<file path="src/rtl/sipo_frame_pkg.sv">
// Shared definitions for the framed serial-in/parallel-out receiver:
// FSM state encoding, frame bit levels and a counter-width helper.
package sipo_frame_pkg;

    typedef enum logic [1:0] {
        IDLE  = 2'd0,
        SHIFT = 2'd1,
        STOP  = 2'd2
    } state_t;

    localparam logic START_BIT = 1'b1;
    localparam logic STOP_BIT  = 1'b0;

    localparam int unsigned DEFAULT_WIDTH = 8;

    // Bits needed to count 0..v-1 (minimum 1).
    function automatic int unsigned clog2(input int unsigned v);
        int unsigned r;
        r = 0;
        while ((32'd1 << r) < v) begin
            r = r + 1;
        end
        if (r == 0) begin
            r = 1;
        end
        return r;
    endfunction

endpackage

</file>
<file path="src/rtl/sipo_frame_ctrl_if.sv">
// Parallel output buffer handshake of the frame receiver.
//   dout       : received word
//   dout_valid : buffer holds an unconsumed word
//   dout_ready : consumer accepts dout this cycle
// master = receiver side, slave = consumer side.
interface sipo_frame_ctrl_if #(
    parameter int unsigned WIDTH = 8
) ();
    logic [WIDTH-1:0] dout;
    logic             dout_valid;
    logic             dout_ready;

    modport master (
        output dout,
        output dout_valid,
        input  dout_ready
    );

    modport slave (
        input  dout,
        input  dout_valid,
        output dout_ready
    );
endinterface

</file>
<file path="src/rtl/sipo_shifter.sv">
// WIDTH-bit shift register, serial input enters at the LSB.
//   clk, reset_n : clock, async active-low reset
//   en           : shift enable
//   sdi          : serial input
//   q            : parallel contents
module sipo_shifter #(
    parameter int unsigned WIDTH = 8
) (
    input  logic             clk,
    input  logic             reset_n,
    input  logic             en,
    input  logic             sdi,
    output logic [WIDTH-1:0] q
);
    always_ff @(posedge clk or negedge reset_n) begin
        if (!reset_n) begin
            q <= '0;
        end else if (en) begin
            q <= {q[WIDTH-2:0], sdi};
        end
    end
endmodule

</file>
<file path="src/rtl/sipo_frame_ctrl.sv">
// Framed serial receiver: start bit (1), WIDTH data bits MSB first, stop bit (0).
// Bits are taken only on sen strobes; completed words go to a valid/ready buffer.
//   clk, reset_n    : clock, async active-low reset
//   sdi, sen        : serial data and bit strobe
//   bus (master)    : dout / dout_valid / dout_ready output buffer
//   busy            : frame reception in progress
//   frame_err       : one-cycle pulse, stop bit sampled as 1
//   overrun         : one-cycle pulse, completed word dropped (buffer full)
module sipo_frame_ctrl
    import sipo_frame_pkg::*;
#(
    parameter int unsigned WIDTH = 8
) (
    input  logic               clk,
    input  logic               reset_n,
    input  logic               sdi,
    input  logic               sen,
    sipo_frame_ctrl_if.master  bus,
    output logic               busy,
    output logic               frame_err,
    output logic               overrun
);
    localparam int unsigned CW = clog2(WIDTH);

    state_t           state, state_d;
    logic [CW-1:0]    cnt, cnt_d;
    logic [WIDTH-1:0] word;
    logic [WIDTH-1:0] dout_d;
    logic             valid_d;
    logic             ferr_d;
    logic             ovr_d;
    logic             shift_en;

    sipo_shifter #(.WIDTH(WIDTH)) u_shifter (
        .clk     (clk),
        .reset_n (reset_n),
        .en      (shift_en),
        .sdi     (sdi),
        .q       (word)
    );

    // State, counter and registered outputs.
    always_ff @(posedge clk or negedge reset_n) begin
        if (!reset_n) begin
            state          <= IDLE;
            cnt            <= '0;
            bus.dout       <= '0;
            bus.dout_valid <= 1'b0;
            busy           <= 1'b0;
            frame_err      <= 1'b0;
            overrun        <= 1'b0;
        end else begin
            state          <= state_d;
            cnt            <= cnt_d;
            bus.dout       <= dout_d;
            bus.dout_valid <= valid_d;
            busy           <= (state_d != IDLE);
            frame_err      <= ferr_d;
            overrun        <= ovr_d;
        end
    end

    // Next-state, shift control and buffer load/handshake.
    always_comb begin
        state_d  = state;
        cnt_d    = cnt;
        dout_d   = bus.dout;
        valid_d  = bus.dout_valid;
        ferr_d   = 1'b0;
        ovr_d    = 1'b0;
        shift_en = 1'b0;

        // A pop empties the buffer unless a load below refills it.
        if (bus.dout_valid && bus.dout_ready) begin
            valid_d = 1'b0;
        end

        case (state)
            IDLE: begin
                if (sen && (sdi == START_BIT)) begin
                    state_d = SHIFT;
                    cnt_d   = '0;
                end
            end
            SHIFT: begin
                if (sen) begin
                    shift_en = 1'b1;
                    if (cnt == CW'(WIDTH - 1)) begin
                        state_d = STOP;
                        cnt_d   = '0;
                    end else begin
                        cnt_d = cnt + CW'(1);
                    end
                end
            end
            STOP: begin
                // Stop bit is consumed here and never reused as a start bit.
                if (sen) begin
                    state_d = IDLE;
                    if (sdi == STOP_BIT) begin
                        if (!bus.dout_valid || bus.dout_ready) begin
                            dout_d  = word;
                            valid_d = 1'b1;
                        end else begin
                            ovr_d = 1'b1;
                        end
                    end else begin
                        ferr_d = 1'b1;
                    end
                end
            end
            default: begin
                state_d = IDLE;
            end
        endcase
    end
endmodule

</file>
<file path="src/flat_wrapper.sv">
// flat-port wrapper written by rule: the top's interface ports become plain ports
module sipo_frame_ctrl_flat import sipo_frame_pkg::*;
#(
    parameter int unsigned WIDTH = 8
)
  (clk, reset_n, sdi, sen, busy, frame_err, overrun, bus_dout, bus_dout_valid, bus_dout_ready);
  sipo_frame_ctrl_if #(.WIDTH(WIDTH)) bus_i ();
  input  logic clk;
  input  logic reset_n;
  input  logic sdi;
  input  logic sen;
  output logic busy;
  output logic frame_err;
  output logic overrun;
  output wire logic [$bits(bus_i.dout)-1:0] bus_dout;
  output wire logic [$bits(bus_i.dout_valid)-1:0] bus_dout_valid;
  input wire logic [$bits(bus_i.dout_ready)-1:0] bus_dout_ready;
  assign bus_dout = bus_i.dout;
  assign bus_dout_valid = bus_i.dout_valid;
  assign bus_i.dout_ready = bus_dout_ready;
  sipo_frame_ctrl #(.WIDTH(WIDTH)) u_core (.clk(clk), .reset_n(reset_n), .sdi(sdi), .sen(sen), .bus(bus_i), .busy(busy), .frame_err(frame_err), .overrun(overrun));
endmodule
</file>
<file path="config.mk">
export PLATFORM = sky130hd
export DESIGN_NAME = sipo_frame_ctrl_flat
export DESIGN_NICKNAME = d
export VERILOG_FILES = /design/src/rtl/sipo_frame_pkg.sv /design/src/rtl/sipo_frame_ctrl_if.sv /design/src/rtl/sipo_shifter.sv /design/src/rtl/sipo_frame_ctrl.sv /design/src/flat_wrapper.sv
export SDC_FILE = /design/constraint.sdc
export NUM_CORES = 1
export LEC_CHECK = 0
export ABC_CLOCK_PERIOD_IN_PS = 1600
export CAP_MARGIN = 20
export CORE_MARGIN = 2
export CORE_UTILIZATION = 45
export DETAILED_ROUTE_END_ITERATION = 7
export HOLD_SLACK_MARGIN = 0.02
export PLACE_DENSITY = 0.7
export SYNTH_ARGS = -nofsm -noshare
export SYNTH_HDL_FRONTEND = slang
export SYNTH_SLANG_ARGS = --single-unit
export TNS_END_PERCENT = 10
</file>
<file path="constraint.sdc">
create_clock -name clk -period 1.6 [get_ports clk]
set_clock_uncertainty 0.15 [all_clocks]
set_input_delay 0.32 -clock clk [delete_from_list [all_inputs] [get_ports clk]]
set_output_delay 0.32 -clock clk [all_outputs]
set_load 0.01 [all_outputs]
</file>
== Yosys cells after proc, flatten, opt, wreduce, memory -nomap -nowiden ==
Index checks and enable logic that the tools add are counted.

* Input bits: 5
* Output and inout port bits: 12
* Word-level logic and storage cells: 47
* Register bits: 25

* Equality and inequality tests: 5
* Reduce and logical (&&, ||, !) cells: 9
* Bitwise gates (word level): 1
* Add/sub/neg operators: 1
* Mux-type cells: 23

{| class="wikitable"
|+ Operators by type and width
! cell !! count
|-
| 2-to-1 mux 1 bit || 14
|-
| 2-to-1 mux 3 bit || 3
|-
| 2-to-1 mux 2 bit || 4
|-
| case mux 2 bit (3 select lines) || 1
|-
| case mux 3 bit (2 select lines) || 1
|-
| AND reduction 4 bit || 1
|-
| nonzero test 2 bit || 2
|-
| adder 3 x 1 -> 3 bit (second input constant) || 1
|-
| equality test 3 bit (second input constant) || 1
|-
| AND reduction 3 bit || 1
|-
| equality test 2 x 1 -> 1 bit (second input constant) || 1
|-
| equality test 2 bit (second input constant) || 1
|-
| logical AND 1 bit || 2
|-
| zero test 2 bit || 1
|-
| != test 2 x 1 -> 1 bit (second input constant) || 1
|-
| != test 2 bit (second input constant) || 1
|-
| zero test 1 bit || 1
|-
| logical OR 1 bit || 1
|-
| inverter 1 bit || 1
|}

== Longest topological paths before layout ==
Gate-level depths: netlist of run 1.

* Word-level depth: 6
* Gate-level depth with buffers: 5
* Gate-level depth less buffers: 5

== Modules after synthesis ==
From an unflattened synthesis of run 1, not the netlist that was laid out.

* Cells, all modules: 64
* Area total of the unflattened synthesis: 1013.5 sq um

{| class="wikitable"
|+ Modules (own cells, without submodules)
! module !! times used !! area an instance (sq um) !! sequential area each (sq um) !! cells each
|-
| sipo_frame_ctrl || 1 || 681.9 || 425.4 || 47
|-
| sipo_shifter || 1 || 331.6 || 200.2 || 17
|}

== Worst setup path after synthesis of run 1 ==
No wires, ideal clock.

* Path type: register to register
* Start point: register u_core.cnt[0]
* End point: register u_core.busy
* Required time: 1386 ps
* Stages on the path, launching flop included: 6
* Arrival: 1213 ps
* Path slack: 173 ps
* Period minus slack after synthesis: 1427 ps
* Path through: dfrtp_1 ha_1 ha_1 a21bo_2 a21oi_1 or2_1

* Longest elaborated chain between the ends: 5

{| class="wikitable"
|+ RTL lines
! item !! line !! RTL
|-
| start: declaration || sipo_frame_ctrl.sv:26 || <nowiki>logic [CW-1:0] cnt, cnt_d;</nowiki>
|-
| start signal: assignment || sipo_frame_ctrl.sv:54 || <nowiki>cnt <= cnt_d;</nowiki>
|-
| equality test 3 bit || sipo_frame_ctrl.sv:88 || <nowiki>if (cnt == CW'(WIDTH - 1)) begin</nowiki>
|-
| 2-to-1 mux 2 bit || sipo_frame_ctrl.sv:88 ||
|-
| 2-to-1 mux 2 bit || sipo_frame_ctrl.sv:86 || <nowiki>if (sen) begin</nowiki>
|-
| case mux 2 bit (3 select lines) || sipo_frame_ctrl.sv:78 || <nowiki>case (state)</nowiki>
|-
| via u_core.state_d[0] || sipo_frame_ctrl.sv:25 || <nowiki>state_t state, state_d;</nowiki>
|-
| nonzero test 2 bit || sipo_frame_ctrl.sv:57 || <nowiki>busy <= (state_d != IDLE);</nowiki>
|-
| end signal: assignment || sipo_frame_ctrl.sv:57 ||
|-
| end: declaration || sipo_frame_ctrl.sv:19 || <nowiki>output logic busy,</nowiki>
|}

The timed path passes the listed nets, and every way through them passes these cells.
A chain may end at the register's enable or synchronous reset.

== Worst setup path after layout of run 1 ==
Same ends and word-level chain as after synthesis.

==> impl_metrics.yaml, run 1 <==
floorplanning:
  die-height_um: 51.0
  core-area_mm2: 0.00215
  die_x_um: 51.0
  io-pin-count: 17
  dieArea_mm2: 0.00260
  start_util: 0.463
  fp-row-count: 17
placed_design:
  hpwl_mm: 1.20
  port_buffers: 16
  place.gp.congestion: 0.691
  placed_area_mm2: 0.00126
critical_path:
  worstPathArrival_ns: 1.56
  path_class: "register to register"
  critPathBufInv: 0
  cpMostUsedCell: "ha_1"
  required_ns: 1.66
  critPathLaunchType: "register"
  critPathCaptureType: "register"
  cpPeakStageDelay_ns: 0.41
  path_cells: "ha_1 -> ha_1 -> a22o_1 -> or2_1"
  slowest_stage: "dfrtp_1"
  cp_max_fo: 3
  crit_family: "adder cells"
timing:
  hold_viol_final: 0
  fin_crit_ns: 1.50
  finalSetupViolations: 0
  worstMarginPinSlew_ns: 0.389
  drv_slew: 0
  maxSlewHeadroom: 0.738
  period_share: 0.937
  max_clock_freq_ghz: 0.667
  setup-tns-final_ns: 0
drt:
  drtPass1Iterations: 3
  dr.first_iter.drc_count: 5
  drc: 0
  vias_per_cell: 4.96
  num_vias: 680
  wl_per_cell_um: 11.9
  drt_wl_total_mm: 1.63
  antenna_left: 0
cts:
  cts-root-buf: "clkbuf_4"
  cts_htree_levels: 1
  clk_pin_slew_ns: 0.13
  cts_buffer_depth: 2
  tritoncts: "done"
  clk_latency_ns: 0.32
  cts_buffers: 3
  cts.sinks: 25
yosys:
  async_flop_share: 1.00
  syn_nets: 88
  synth_cell_types: 20
  synth_ff_type: "dfrtp_1"
  synth_warnings: 0
  synth_seq_cells: 25
  syn_area_per_cell_um2: 12.3
  synth_edf_count: 0
  synth_area_um2: 995
  syn_inst: 81
  synth_sequential_area_ratio: 0.629
global_route:
  grtUsageMet3: 0.0351
  grt_pass1_wl_mm: 2.93
  antenna_found_initial: 0
  grt-busiest-layer: "met2"
  grt_use_met1: 0.181
  grt_max_degree: 26
  grt_pass1_vias: 687
  grt_use_met2: 0.253
  grt_use_total: 0.154
  overflow: 0
power_and_ir_drop:
  p_leak_uw: 0.000711
  ir_worst_vdd_v: 0.000733
  power_density_mw_per_mm2: 1250
outcome:
  status: "completed"
flow_run:
  max_cap_viol_count: 0
layout:
  syn_to_final_growth_pct: 28.8
  mostFrequentLayoutCells: "nand2_1, dfrtp_1, dlygate4sd2_1"
  final_area_mm2: 0.00128
  nets: 117
  fillers: 194
  drive_gt1_frac: 0.229
  post-route-util: 0.596
  n_antenna_cell: 0
worst_hold_path:
  hp-class: "primary input to asynchronous set/reset pin"
[state kept, by name (all words and copies together), names as in the netlist]
name	count
u_core.cnt	3
u_core.state	2
u_core.bus.dout	8
u_core.overrun	1
u_core.u_shifter.q	8
u_core.bus.dout_valid	1
u_core.busy	1
u_core.frame_err	1
[synth_stat cells (2+ instances only)]
| master | n | area (um2) |
|---|---|---|
| nor2_1 | 2 | 7.51 |
| a22o_1 | 3 | 26.3 |
| nand2_1 | 25 | 93.8 |
| mux2_2 | 8 | 90.1 |
| dfrtp_1 | 25 | 626 |
| nand3b_1 | 3 | 22.5 |
| ha_1 | 2 | 25.0 |
[where the power goes]
group,switching [uW],total [uW],internal [uW]
Clock,181,275,93.6
Combinational,193,437,244
Sequential,104,887,783
Total,478,1600,1120
[path summary, 6_finish.rpt]
kind                                              startpoint                                end  slack, ns  cells after the start
min                                                  reset_n  u_core.u_shifter.q[3]$_DFFE_PN0P_       0.20                      2
min in group clk           u_core.u_shifter.q[7]$_DFFE_PN0P_  u_core.u_shifter.q[7]$_DFFE_PN0P_       0.34                      2
max reg2reg                        u_core.cnt[0]$_DFFE_PN0P_              u_core.busy$_DFF_PN0_       0.10                      4
max                                u_core.cnt[0]$_DFFE_PN0P_              u_core.busy$_DFF_PN0_       0.10                      4
max in group asynchronous                            reset_n          u_core.cnt[2]$_DFFE_PN0P_       0.86                      2
min reg2reg                u_core.u_shifter.q[7]$_DFFE_PN0P_  u_core.u_shifter.q[7]$_DFFE_PN0P_       0.34                      2
[through the flow]
stage	total power, uW	cells	hold slack, ns	worst slack (ns)
global placement	1320	132	0.307	-0.165
floorplan	1130	81	-0.126	0.173
detailed placement	1340	132	0.321	-0.194
finish	1600	137	0.198	0.100
CTS	1600	136	0.198	0.0491
global route	1730	137	0.211	-0.00231
[worst register-to-register path: stages (launching register included)]
cell and delay, ns:
dfrtp_1 0.41, ha_1 0.20, ha_1 0.21, a22o_1 0.22
or2_1 0.20
[per-layer routing]
layer / vias up / share of wire
met5: - / 0
met4: 0 / 0.022
met3: 4 / 0.026
met2: 8 / 0.49
met1: 337 / 0.46
li1: 331 / -
[cell type report]
cell class | instances | area (um2) | share of cell area
Timing Repair Buffer | 25 | 225 | 0.176
Tap cell | 28 | 35.0 | 0.0273
Sequential cell | 25 | 626 | 0.488
Clock buffer | 3 | 22.5 | 0.0176
Clock inverter | 1 | 5.00 | 0.00391
Multi-Input combinational cell | 55 | 368 | 0.287
[what timing repair did]
| action | CTS | global route |
|---|---|---|
| gates resized for setup | 12 | 1 |
| endpoints found under the setup margin | 12 | 1 |
| buffers inserted | 0 | 1 |
| hold buffers | 0 | 0 |
[logic make-up (layout without fill, tap and decap cells)]
kind of cell	Yosys count	in the layout	share of synthesized area
simple gates	38	38	0.196
compound gates	7	7	0.0541
mux	8	8	0.0906
flops	25	25	0.629
fa+ha+maj	2	2	0.0252
buf+inv	1	29	0.00503
Power figures use the tool's default switching activity.
==> run 2: changes to the inputs <==
--- a/config.mk
+++ b/config.mk
@@ -5,7 +5,7 @@
 export SDC_FILE = /design/constraint.sdc
 export NUM_CORES = 1
 export LEC_CHECK = 0
-export ABC_CLOCK_PERIOD_IN_PS = 1600
+export ABC_CLOCK_PERIOD_IN_PS = 1400
 export CAP_MARGIN = 20
 export CORE_MARGIN = 2
 export CORE_UTILIZATION = 45
==> constraint.sdc (replaced) <==
create_clock -name clk -period 1.4 [get_ports clk]
set_clock_uncertainty 0.15 [all_clocks]
set_input_delay 0.28 -clock clk [delete_from_list [all_inputs] [get_ports clk]]
set_output_delay 0.28 -clock clk [all_outputs]
set_load 0.01 [all_outputs]
==> run 2 against run 1 <==
The flow now finishes with violations (setup timing). Cell area up 1.7%. Utilization up 0.99 points. Critical path depth up 1. Power up 18%. Global-route usage up 0.55 points. Count of clock-buffer cells in the layout unchanged. Final cell count up 2.2%. Sequential share of layout area down 0.70 points. Wire length up 5.3%. Setup slack worse by 0.16 ns. Hold slack worse by 0.053 ns. Critical path type is now primary input to register. Largest power group unchanged.
==> impl_metrics.yaml, run 2 (synthesized netlist as in run 1, its figures left out) <==
layout:
  nets: 120
  layout.cells.non_filler: 140
  n_antenna_cell: 0
  fillers: 183
  reg_top3: "u_core.bus.dout: 8 flops, u_core.u_shifter.q: 8 flops, u_core.cnt: 3 flops"
  final_common_cell: "nand2_1"
  syn_to_final_growth_pct: 30.9
  drive_gt1_frac: 0.339
  mostFrequentLayoutCells: "nand2_1, dfrtp_1, buf_4"
  final_area_mm2: 0.00130
power_and_ir_drop:
  ir_worst_vdd_v: 0.000927
  p_int_uw: 1310
  power_switching_uw: 577
  power_density_mw_per_mm2: 1450
  combPwrFrac: 0.292
  p_seq_frac: 0.539
  p_leak_uw: 0.000680
  power_frac_clock: 0.169
  swShare: 0.306
critical_path:
  critPathCaptureType: "register"
  required_ns: 1.46
  cp_max_fo: 6
  path_class: "primary input to register"
  worstPathArrival_ns: 1.51
  critPathLaunchType: "primary input"
timing:
  period_share: 1.04
  max_clock_freq_ghz: 0.686
  rsz0062_at_grt: "true"
  fin_ws_ns: -0.0576
  worstMarginPinSlew_ns: 0.356
  finalSetupViolations: 8
  drv_slew: 0
  hold_viol_final: 0
  maxSlewHeadroom: 0.760
  fin_crit_ns: 1.46
drt:
  wl_per_cell_um: 12.3
  antenna_left: 0
  vias_per_cell: 4.78
  drt_wl_total_mm: 1.72
  drc: 0
  drtPass1Iterations: 4
  num_vias: 669
  dr.first_iter.drc_count: 10
global_route:
  grt_pass1_wl_mm: 3.07
  grt_pass1_vias: 708
  antenna_found_initial: 0
  overflow: 0
  grt_use_total: 0.159
  grt_max_degree: 26
flow_run:
  max_cap_viol_count: 0
floorplanning:
  dieArea_mm2: 0.00260
  die_x_um: 51.0
  fp-row-count: 17
  core-area_mm2: 0.00215
  start_util: 0.463
  io-pin-count: 17
  die-height_um: 51.0
worst_hold_path:
  hp-class: "primary input to asynchronous set/reset pin"
outcome:
  status: "finished, violations left"
  violations: "setup timing"
placed_design:
  port_buffers: 16
  placed_area_mm2: 0.00129
  dp_cells: 135
  place.gp.congestion: 0.741
  hpwl_mm: 1.27
cts:
  cts.sinks: 25
  tritoncts: "done"
  hold_buffers: 0
  clk_latency_ns: 0.31
  cts_buffers: 3
  clk_pin_slew_ns: 0.14
  cts_htree_levels: 1
  cts_buffer_depth: 2
  cts-root-buf: "clkbuf_4"
[run 2: final timing paths]
path                                                   startpoint                           endpoint  slack (ns)  cells after the start
worst min-delay path                                      reset_n          u_core.cnt[0]$_DFFE_PN0P_        0.15                      2
worst max-delay path                                          sen              u_core.busy$_DFF_PN0_       -0.06                      5
worst max register to register          u_core.cnt[1]$_DFFE_PN0P_              u_core.busy$_DFF_PN0_       -0.05                      4
max in group asynchronous                                 reset_n          u_core.state[1]$_DFF_PN0_        0.80                      2
min in group clk                u_core.u_shifter.q[7]$_DFFE_PN0P_  u_core.u_shifter.q[7]$_DFFE_PN0P_        0.35                      2
worst min register to register  u_core.u_shifter.q[7]$_DFFE_PN0P_  u_core.u_shifter.q[7]$_DFFE_PN0P_        0.35                      2
[run 2: stage by stage]
step | utilization | setup TNS [ns] | power (uW) | setup WS (ns) | hold WS (ns)
2_1_floorplan | - | 0 | 1300 | 0.000517 | -0.166
3_3_place_gp | 0.599 | -5.26 | 1550 | -0.318 | 0.309
3_5_place_dp | 0.599 | -5.99 | 1580 | -0.347 | 0.317
4_1_cts | 0.621 | -0.196 | 1920 | -0.0568 | 0.139
5_1_grt | 0.606 | -0.858 | 2040 | -0.0940 | 0.146
6_report | 0.606 | -0.0943 | 1890 | -0.0576 | 0.145
[run 2: power by group through the flow]
stage | Combinational, uW | Clock, uW | Sequential [uW]
6_report | 550 | 319 | 1020
5_1_grt | 639 | 358 | 1040
4_1_cts | 565 | 334 | 1020
3_5_place_dp | 553 | 0 | 1020
3_3_place_gp | 532 | 0 | 1020
2_1_floorplan | 285 | 0 | 1020
[run 2: timing repair]
| item | 4_1_cts | 5_1_grt |
|---|---|---|
| setup endpoints to repair | 22 | 22 |
| gates cloned | 0 | 0 |
| gates resized for setup | 25 | 10 |
| pin swaps | 5 | 0 |
| buffers inserted | 1 | 0 |
[run 2: area by class of cell]
cell class	instances	area [um2]	area share
clock buffer	3	22.5	0.0173
tap	28	35.0	0.0269
multi-input combinational	55	383	0.294
timing repair buffer	28	228	0.175
clock inverter	1	7.51	0.00576
sequential	25	627	0.481
[run 2: layer usage]
layer / track usage / vias up / share of wire
li1: - / 335 / -
met1: 0.193 / 325 / 0.44
met2: 0.286 / 7 / 0.53
met3: 0.0263 / 2 / 0.023
met4: 0.0541 / 0 / 0.0070
met5: 0 / - / 0
[run 2: worst max-delay path: stages]
cell	delay, ns
clkdlybuf4s50_1	0.41
buf_4	0.16
and3b_1	0.21
a22o_1	0.22
or2_1	0.24
